<file path="config.mk">
export PLATFORM = sky130hd
export DESIGN_NAME = mem_arbiter
export DESIGN_NICKNAME = d
export VERILOG_FILES = /design/src/rtl/mem_arbiter.sv
export SDC_FILE = /design/constraint.sdc
export NUM_CORES = 1
export LEC_CHECK = 0
export ABC_AREA = 1
export CAP_MARGIN = 10
export CORE_MARGIN = 2
export CORE_UTILIZATION = 45
export CTS_BUF_LIST = sky130_fd_sc_hd__clkbuf_4 sky130_fd_sc_hd__clkbuf_8
export CTS_CLUSTER_SIZE = 40
export DETAILED_ROUTE_END_ITERATION = 6
export PLACE_DENSITY = 0.77
export SETUP_SLACK_MARGIN = 0.02
export SLEW_MARGIN = 20
export SYNTH_ARGS = -nofsm -noshare
export SYNTH_HDL_FRONTEND = slang
export SYNTH_SLANG_ARGS = --single-unit
</file>
<file path="constraint.sdc">
create_clock -name clk -period 2.4 [get_ports clk]
set_clock_uncertainty 0.15 [all_clocks]
set_input_delay 0.72 -clock clk [delete_from_list [all_inputs] [get_ports clk]]
set_output_delay 0.72 -clock clk [all_outputs]
set_load 0.03 [all_outputs]
</file>
<file path="src/rtl/mem_arbiter.sv">
// mem_arbiter: shares one external memory bus between an instruction-fetch
// port (I, read-only) and a data port (D, read/write).
//
// Ports:
//   clk, reset                  clock and synchronous active-high reset
//   i_req/i_addr                I-port request (held until i_ack) and address
//   i_ack/i_rdata               I-port one-cycle completion pulse and read data
//   d_req/d_we/d_addr/d_wdata   D-port request, direction, address, write data
//   d_ack/d_rdata               D-port one-cycle completion pulse and read data
//   mem_req/mem_we/mem_addr/
//   mem_wdata                   external bus request (held until mem_ack)
//   mem_ack/mem_rdata           external bus completion; read data same cycle
//   bus_err                     sticky watchdog-timeout flag, cleared by reset
//   busy                        high whenever the arbiter is not idle
//
// Simultaneous requests are resolved round-robin against the last grant. A
// watchdog (TIMEOUT cycles, 0 = off) abandons a stalled bus transaction, returns
// ERR_DATA for reads and sets bus_err. All outputs are registered.
module mem_arbiter #(
    parameter int unsigned TIMEOUT  = 64,
    parameter logic [31:0] ERR_DATA = 32'hDEADBEEF
) (
    input  logic        clk,
    input  logic        reset,
    input  logic        i_req,
    input  logic [31:0] i_addr,
    output logic        i_ack,
    output logic [31:0] i_rdata,
    input  logic        d_req,
    input  logic        d_we,
    input  logic [31:0] d_addr,
    input  logic [31:0] d_wdata,
    output logic        d_ack,
    output logic [31:0] d_rdata,
    output logic        mem_req,
    output logic        mem_we,
    output logic [31:0] mem_addr,
    output logic [31:0] mem_wdata,
    input  logic        mem_ack,
    input  logic [31:0] mem_rdata,
    output logic        bus_err,
    output logic        busy
);

    typedef enum logic [1:0] {
        StIdle,
        StBusyI,
        StBusyD,
        StResp
    } state_e;

    localparam logic GrantI = 1'b0;
    localparam logic GrantD = 1'b1;

    localparam bit          WdogEn      = (TIMEOUT != 0);
    localparam logic [31:0] TimeoutLast = WdogEn ? 32'(TIMEOUT - 1) : 32'd0;

    state_e      state_q, state_d;
    logic        last_grant_q, last_grant_d;
    logic [31:0] cnt_q, cnt_d;
    logic        mem_req_q, mem_req_d;
    logic        mem_we_q, mem_we_d;
    logic [31:0] mem_addr_q, mem_addr_d;
    logic [31:0] mem_wdata_q, mem_wdata_d;
    logic        i_ack_q, i_ack_d;
    logic [31:0] i_rdata_q, i_rdata_d;
    logic        d_ack_q, d_ack_d;
    logic [31:0] d_rdata_q, d_rdata_d;
    logic        bus_err_q, bus_err_d;
    logic        busy_q, busy_d;

    logic grant_i, grant_d, timed_out;

    // I wins when alone or when D was served last; D takes whatever I does not.
    assign grant_i   = i_req && (!d_req || (last_grant_q == GrantD));
    assign grant_d   = d_req && !grant_i;
    assign timed_out = WdogEn && (cnt_q == TimeoutLast);

    always_comb begin
        state_d      = state_q;
        last_grant_d = last_grant_q;
        cnt_d        = cnt_q;
        mem_req_d    = mem_req_q;
        mem_we_d     = mem_we_q;
        mem_addr_d   = mem_addr_q;
        mem_wdata_d  = mem_wdata_q;
        i_ack_d      = 1'b0;
        i_rdata_d    = i_rdata_q;
        d_ack_d      = 1'b0;
        d_rdata_d    = d_rdata_q;
        bus_err_d    = bus_err_q;

        unique case (state_q)
            StIdle: begin
                if (grant_i) begin
                    mem_req_d    = 1'b1;
                    mem_we_d     = 1'b0;
                    mem_addr_d   = i_addr;
                    last_grant_d = GrantI;
                    cnt_d        = 32'd0;
                    state_d      = StBusyI;
                end else if (grant_d) begin
                    mem_req_d    = 1'b1;
                    mem_we_d     = d_we;
                    mem_addr_d   = d_addr;
                    mem_wdata_d  = d_wdata;
                    last_grant_d = GrantD;
                    cnt_d        = 32'd0;
                    state_d      = StBusyD;
                end
            end
            StBusyI: begin
                if (mem_ack) begin
                    mem_req_d = 1'b0;
                    i_ack_d   = 1'b1;
                    i_rdata_d = mem_rdata;
                    state_d   = StResp;
                end else if (timed_out) begin
                    mem_req_d = 1'b0;
                    i_ack_d   = 1'b1;
                    i_rdata_d = ERR_DATA;
                    bus_err_d = 1'b1;
                    state_d   = StResp;
                end else begin
                    cnt_d = cnt_q + 32'd1;
                end
            end
            StBusyD: begin
                if (mem_ack) begin
                    mem_req_d = 1'b0;
                    d_ack_d   = 1'b1;
                    // Writes leave d_rdata at its previous value.
                    if (!mem_we_q) begin
                        d_rdata_d = mem_rdata;
                    end
                    state_d = StResp;
                end else if (timed_out) begin
                    mem_req_d = 1'b0;
                    d_ack_d   = 1'b1;
                    if (!mem_we_q) begin
                        d_rdata_d = ERR_DATA;
                    end
                    bus_err_d = 1'b1;
                    state_d   = StResp;
                end else begin
                    cnt_d = cnt_q + 32'd1;
                end
            end
            StResp: begin
                // Gap cycle so the requester's req drop is seen before re-arbitration.
                state_d = StIdle;
            end
            default: begin
                state_d   = StIdle;
                mem_req_d = 1'b0;
            end
        endcase

        busy_d = (state_d != StIdle);
    end

    always_ff @(posedge clk) begin
        if (reset) begin
            state_q      <= StIdle;
            last_grant_q <= GrantD;
            cnt_q        <= 32'd0;
            mem_req_q    <= 1'b0;
            mem_we_q     <= 1'b0;
            mem_addr_q   <= 32'd0;
            mem_wdata_q  <= 32'd0;
            i_ack_q      <= 1'b0;
            i_rdata_q    <= 32'd0;
            d_ack_q      <= 1'b0;
            d_rdata_q    <= 32'd0;
            bus_err_q    <= 1'b0;
            busy_q       <= 1'b0;
        end else begin
            state_q      <= state_d;
            last_grant_q <= last_grant_d;
            cnt_q        <= cnt_d;
            mem_req_q    <= mem_req_d;
            mem_we_q     <= mem_we_d;
            mem_addr_q   <= mem_addr_d;
            mem_wdata_q  <= mem_wdata_d;
            i_ack_q      <= i_ack_d;
            i_rdata_q    <= i_rdata_d;
            d_ack_q      <= d_ack_d;
            d_rdata_q    <= d_rdata_d;
            bus_err_q    <= bus_err_d;
            busy_q       <= busy_d;
        end
    end

    assign i_ack     = i_ack_q;
    assign i_rdata   = i_rdata_q;
    assign d_ack     = d_ack_q;
    assign d_rdata   = d_rdata_q;
    assign mem_req   = mem_req_q;
    assign mem_we    = mem_we_q;
    assign mem_addr  = mem_addr_q;
    assign mem_wdata = mem_wdata_q;
    assign bus_err   = bus_err_q;
    assign busy      = busy_q;

endmodule

</file>
## After elaboration in Yosys (flattened, before gate mapping)

Index checks and enable logic that the tools add are counted.

- Shift operators: 0
- $add $sub $neg: 1
- $lt $le $gt $ge: 0
- Divide/modulo/power cells: 0
- Eq/ne operators: 8
- Reduce and logical (&&, ||, !) cells: 20
- $mul: 0
- Bitwise operators: 5
- Muxes and demuxes: 28

Operators by type and width:

| operator | number |
|---|---|
| $mux 32 | 12 |
| $pmux 32 s2 | 1 |
| $add 32x1->32 const B | 1 |
| $eq 32x6->1 const B | 1 |
| $reduce_and 3->1 | 4 |
| $mux 1 | 9 |
| $mux 2 | 4 |
| $reduce_bool 2->1 | 4 |
| $pmux 2 s3 | 1 |
| $reduce_or 2->1 | 3 |
| $not 1->1 | 5 |
| $eq 2x2->1 const B | 2 |
| $ne 2x2->1 const B | 2 |
| $reduce_and 2->1 | 2 |
| $reduce_and 4->1 | 1 |
| $ne 3x1->1 const B | 1 |
| $ne 3x3->1 const B | 1 |
| $eq 2x1->1 const B | 1 |
| $logic_and 1x1->1 | 2 |
| $logic_not 1->1 | 2 |
| $logic_not 2->1 | 1 |
| $pmux 1 s2 | 1 |
| $logic_or 1x1->1 | 1 |

- Memory bits (read-only): 0
- RAM bits: 0
- Flip-flop bits (word level): 169
- Bits in latches: 0
- Memories: 0
- Bits of input ports: 134
- Output and inout port bits: 134
- Word-level logic and storage cells: 75

## Logic depth before layout (Yosys ltp)

- Word-level depth: 9
- Mapped depth: 12
- Depth with buffers taken out: 11

## Worst setup path before layout

OpenSTA, ideal clock, no wires.

- Path type: input -> register
- Start point: input d_req
- End point: register mem_addr_q[10] (netlist: mem_addr[10])
- Setup slack: 331 ps
- Data required time: 2135 ps
- Buffers on the path: 1
- Stages on the path: 6
- Setup time: 115 ps
- Arrival: 1803 ps
- Path through: inv_1 > o21ai_2 > buf_2 > mux2_2 > o21ai_0 > inv_1

- Cells in the longest elaborated chain, start to end: 7
- Elaborated cells between the ends (all ways): 8
- Classes of those cells: mux (1); reduce/logical (7)

Ends and longest elaborated chain:

| element | RTL line | source |
|---|---|---|
| start: declaration | 29 | `input logic d_req,` |
| $logic_not 1->1 | 75 | `assign grant_i = i_req && (!d_req \|\| (last_grant_q == GrantD));` |
| $logic_or 1x1->1 | 75 |  |
| $logic_and 1x1->1 | 75 |  |
| $logic_not 1->1 | 76 | `assign grant_d = d_req && !grant_i;` |
| $logic_and 1x1->1 | 76 |  |
| $reduce_bool 2->1 (no line) | - |  |
| $reduce_and 2->1 (no line) | - |  |
| end signal: assignment | 183 | `mem_addr_q <= mem_addr_d;` |
| end: declaration | 63 | `logic [31:0] mem_addr_q, mem_addr_d;` |

Parallel ways exist; a longest one is shown, timed or not.
A chain may end at the register's enable or synchronous reset.

## Worst setup path after layout

- Start point: register i_ack_q (netlist: i_ack)
- End point: output i_ack

RTL lines:

| element | RTL line | source |
|---|---|---|
| start: declaration | 65 | `logic i_ack_q, i_ack_d;` |
| start signal: assignment | 185 | `i_ack_q <= i_ack_d;` |
| end: declaration | 27 | `output logic i_ack,` |

No word-level cell between the ends.

==> metrics.txt <==
met1 wire length=around 10,000 um; Tot Pwr=around 0.0090 W; met2 wire len=13,800 um; slowest cell on the critical path=clkdlybuf4s50_1; dominant synthesized flop cell=dfxtp_1; post-synth cell types=31; Syn Nets=roughly 1,400; initial antenna violation count=1; placed cell area=11,300 um2; DRC Markers=0; Final Max Tran Viols=0; highest metal layer with signal wires=met4; post-DR wirelength/cell=15.8 um; Detail Placement HPWL=approximately 20,000 um; die area=19,600 um2; cts bufs inserted=17; vias=just under 9,000; clk slew on worst S/H paths=0.10 ns; Overflow after GRT=0; Setup CP Type=flip-flop to primary output; Max H-tree Level=4; share of cells above drive strength 1=8.50%; FMAX=0.435 GHz; CP cell instances=clkdlybuf4s50_1; initial core utilization=46.1%; vias in the first global route=8,328; drt total wl=27,300 um; Hold Path Depth=2; largest net degree at the start of global routing=89; die extent in x=140 um; TNS Setup=0 ns; final period utilization=95.9%; unrepaired setup endpoints after global routing=false; Nets=roughly 1,600; Worst Path Max Fanout=1; fin area=11,700 um2; CP peak stage delay=0.66 ns; Max Cap Viol=0; CP Capture Type=primary output; EDFF count, synth=0; Die Ht=140 um; Mapped Cells=1,230; metal3 WL=2350 um; GRT Overall Usage=a little over a quarter; GP Congestion=0.921; register area=between 3000 and 4000 um2; Final Hold Violating Endpoints=0; area of the multi-input gates=4010 um2; Seq/Total Area, Yosys=40.7%; First-pass DRT Iterations=5; Core Rows=49; Max clock buf depth=2; Routed Antenna Nets=0; Seq cells post-synth=169; synthesized cell area=8310 um2; final setup fails=0; Worst VDD drop=~0.00061 V; Power Dens Cells=roughly 770 nW/um2; minimum clock period=between 2 and 2.5 ns; CTS tree=done; Yosys warning total=0; worst slack at placement=-0.128 ns; cts hold-fix bufs=0; most frequent cells in the layout=246 x nor2_1, 214 x nand2_1, 169 x dfxtp_1, 156 x inv_1, 133 x clkdlybuf4s50_1; CP required=1.53 ns; cell family with the largest share of critical-path delay=buffers and inverters; largest cells by area after synthesis=dfxtp_1 41%, nor2_1 11%, nand2_1 9.7%; Crit path depth=1; asr flop ratio synth=0%; core area=about 18,000 um2; drt via density=5.16; PortBufs=267; Register-to-Register Path Depth=10; run status=finished, final reports clean; P_leak=approximately 5.7 nW; Mapped Avg Cell Area=6.75 um2; # clock sinks=between 150 and 200; Clock Latency Late Sink=0.47 ns; Root Driver=clkbuf_8; area share of the largest cell type after synthesis=between 40% and 50%; Max-slew headroom=61.8%; Arrival @ worst endpoint=between 1 and 1.5 ns; P&R area growth vs syn=40.5%; worst min-delay path class=flip-flop to flip-flop; crit path launch type=flip-flop; Worst Max-Slew Pin Slew=0.573 ns; first-pass GRT wire length=42,900 um; Worst Path Buf+Inv=1; Filler Cells Inserted=around 1,700; largest area contributor in the netlist=dfxtp_1; most common cell after layout, fill and taps aside=nor2_1; I/O Pins=268; setup ws final=roughly 0.099 ns; DRT iter0 DRCs=754
==> path summary, 6_finish.rpt <==
kind / start / endpoint / slack, ns
worst max-delay path: i_ack$_SDFF_PP0_ / i_ack / 0.1
worst min-delay path: d_rdata[10]$_SDFFE_PP0P_ / d_rdata[10]$_SDFFE_PP0P_ / 0.30
worst max register to register: state_q[0]$_SDFF_PP0_ / cnt_q[27]$_SDFFE_PP0P_ / 0.20
worst min register to register: d_rdata[10]$_SDFFE_PP0P_ / d_rdata[10]$_SDFFE_PP0P_ / 0.30
==> timing repair <==
action                                  CTS  global route
endpoints found under the setup margin  114            39
resized for setup                       114            21
cloned                                    0             1
setup buffers                             0             0
==> synth_stat cells, types with 7 or more instances <==
master	number
clkbuf_1	49
dfxtp_1	169
o21ai_0	78
buf_6	7
mux2_2	32
nor3_1	47
nand2_1	214
a21oi_1	76
inv_1	156
buf_2	13
nand3_1	47
nor2_1	246
nand4_1	55
a21oi_2	9
==> metrics by stage <==
stage	utilization (%)	instances	hold WS, ns
finish	64.7	1724	0.298
global route	64.7	1724	0.323
CTS	64.3	1722	0.301
detailed placement	62.8	1690	0.288
global placement	62.8	1690	0.283
floorplan	-	1230	0.303
==> registers in the layout, summed over array words and instances (netlist names) <==
name,cells
cnt_q,32
d_rdata,32
i_rdata,32
mem_addr,32
mem_wdata,32
state_q,2
bus_err,1
busy,1
d_ack,1
i_ack,1
last_grant_q,1
mem_req,1
mem_we,1
==> metal layers <==
| layer | GRT usage [%] | up-vias |
|---|---|---|
| met1 | 31.7 | 4059 |
| li1 | - | 4420 |
| met3 | 8.02 | 48 |
| met2 | 47.9 | 370 |
| met5 | 0 | - |
| met4 | 8.79 | 0 |
==> where the power goes <==
| group | internal (W) | switching [W] | leakage, nW | total [W] |
|---|---|---|---|---|
| sequential | 0.00319 | 0.000213 | 1.38 | 0.00340 |
| clock | 0.000880 | 0.00123 | 0.201 | 0.00211 |
| combinational | 0.00127 | 0.00222 | 4.15 | 0.00349 |
| total | 0.00534 | 0.00366 | 5.74 | 0.00900 |
==> logic make-up (layout without fill, tap and decap cells) <==
logic type | count (synthesis) | in the layout | synth area share, %
AOI/OAI and AO/OA | 167 | 167 | 10.6
other | 0 | 1 | 0
adders and majority gates | 5 | 5 | 0.753
DFF | 169 | 169 | 40.7
buffers and inverters | 233 | 496 | 11.4
muxes | 32 | 32 | 4.34
xor gates and xnor gates | 1 | 1 | 0.105
and+or+nand+nor | 623 | 624 | 32.1
==> final cells by class <==
type	count	area share [%]
sequential	169	29.0
tap	229	2.46
antenna	1	0.0214
clock inverter	15	1.54
timing repair buffer	303	25.5
inverter	161	5.18
clock buffer	17	2.01
multi-input combinational	829	34.3
No activity file was read; power rests on OpenSTA's default activity.
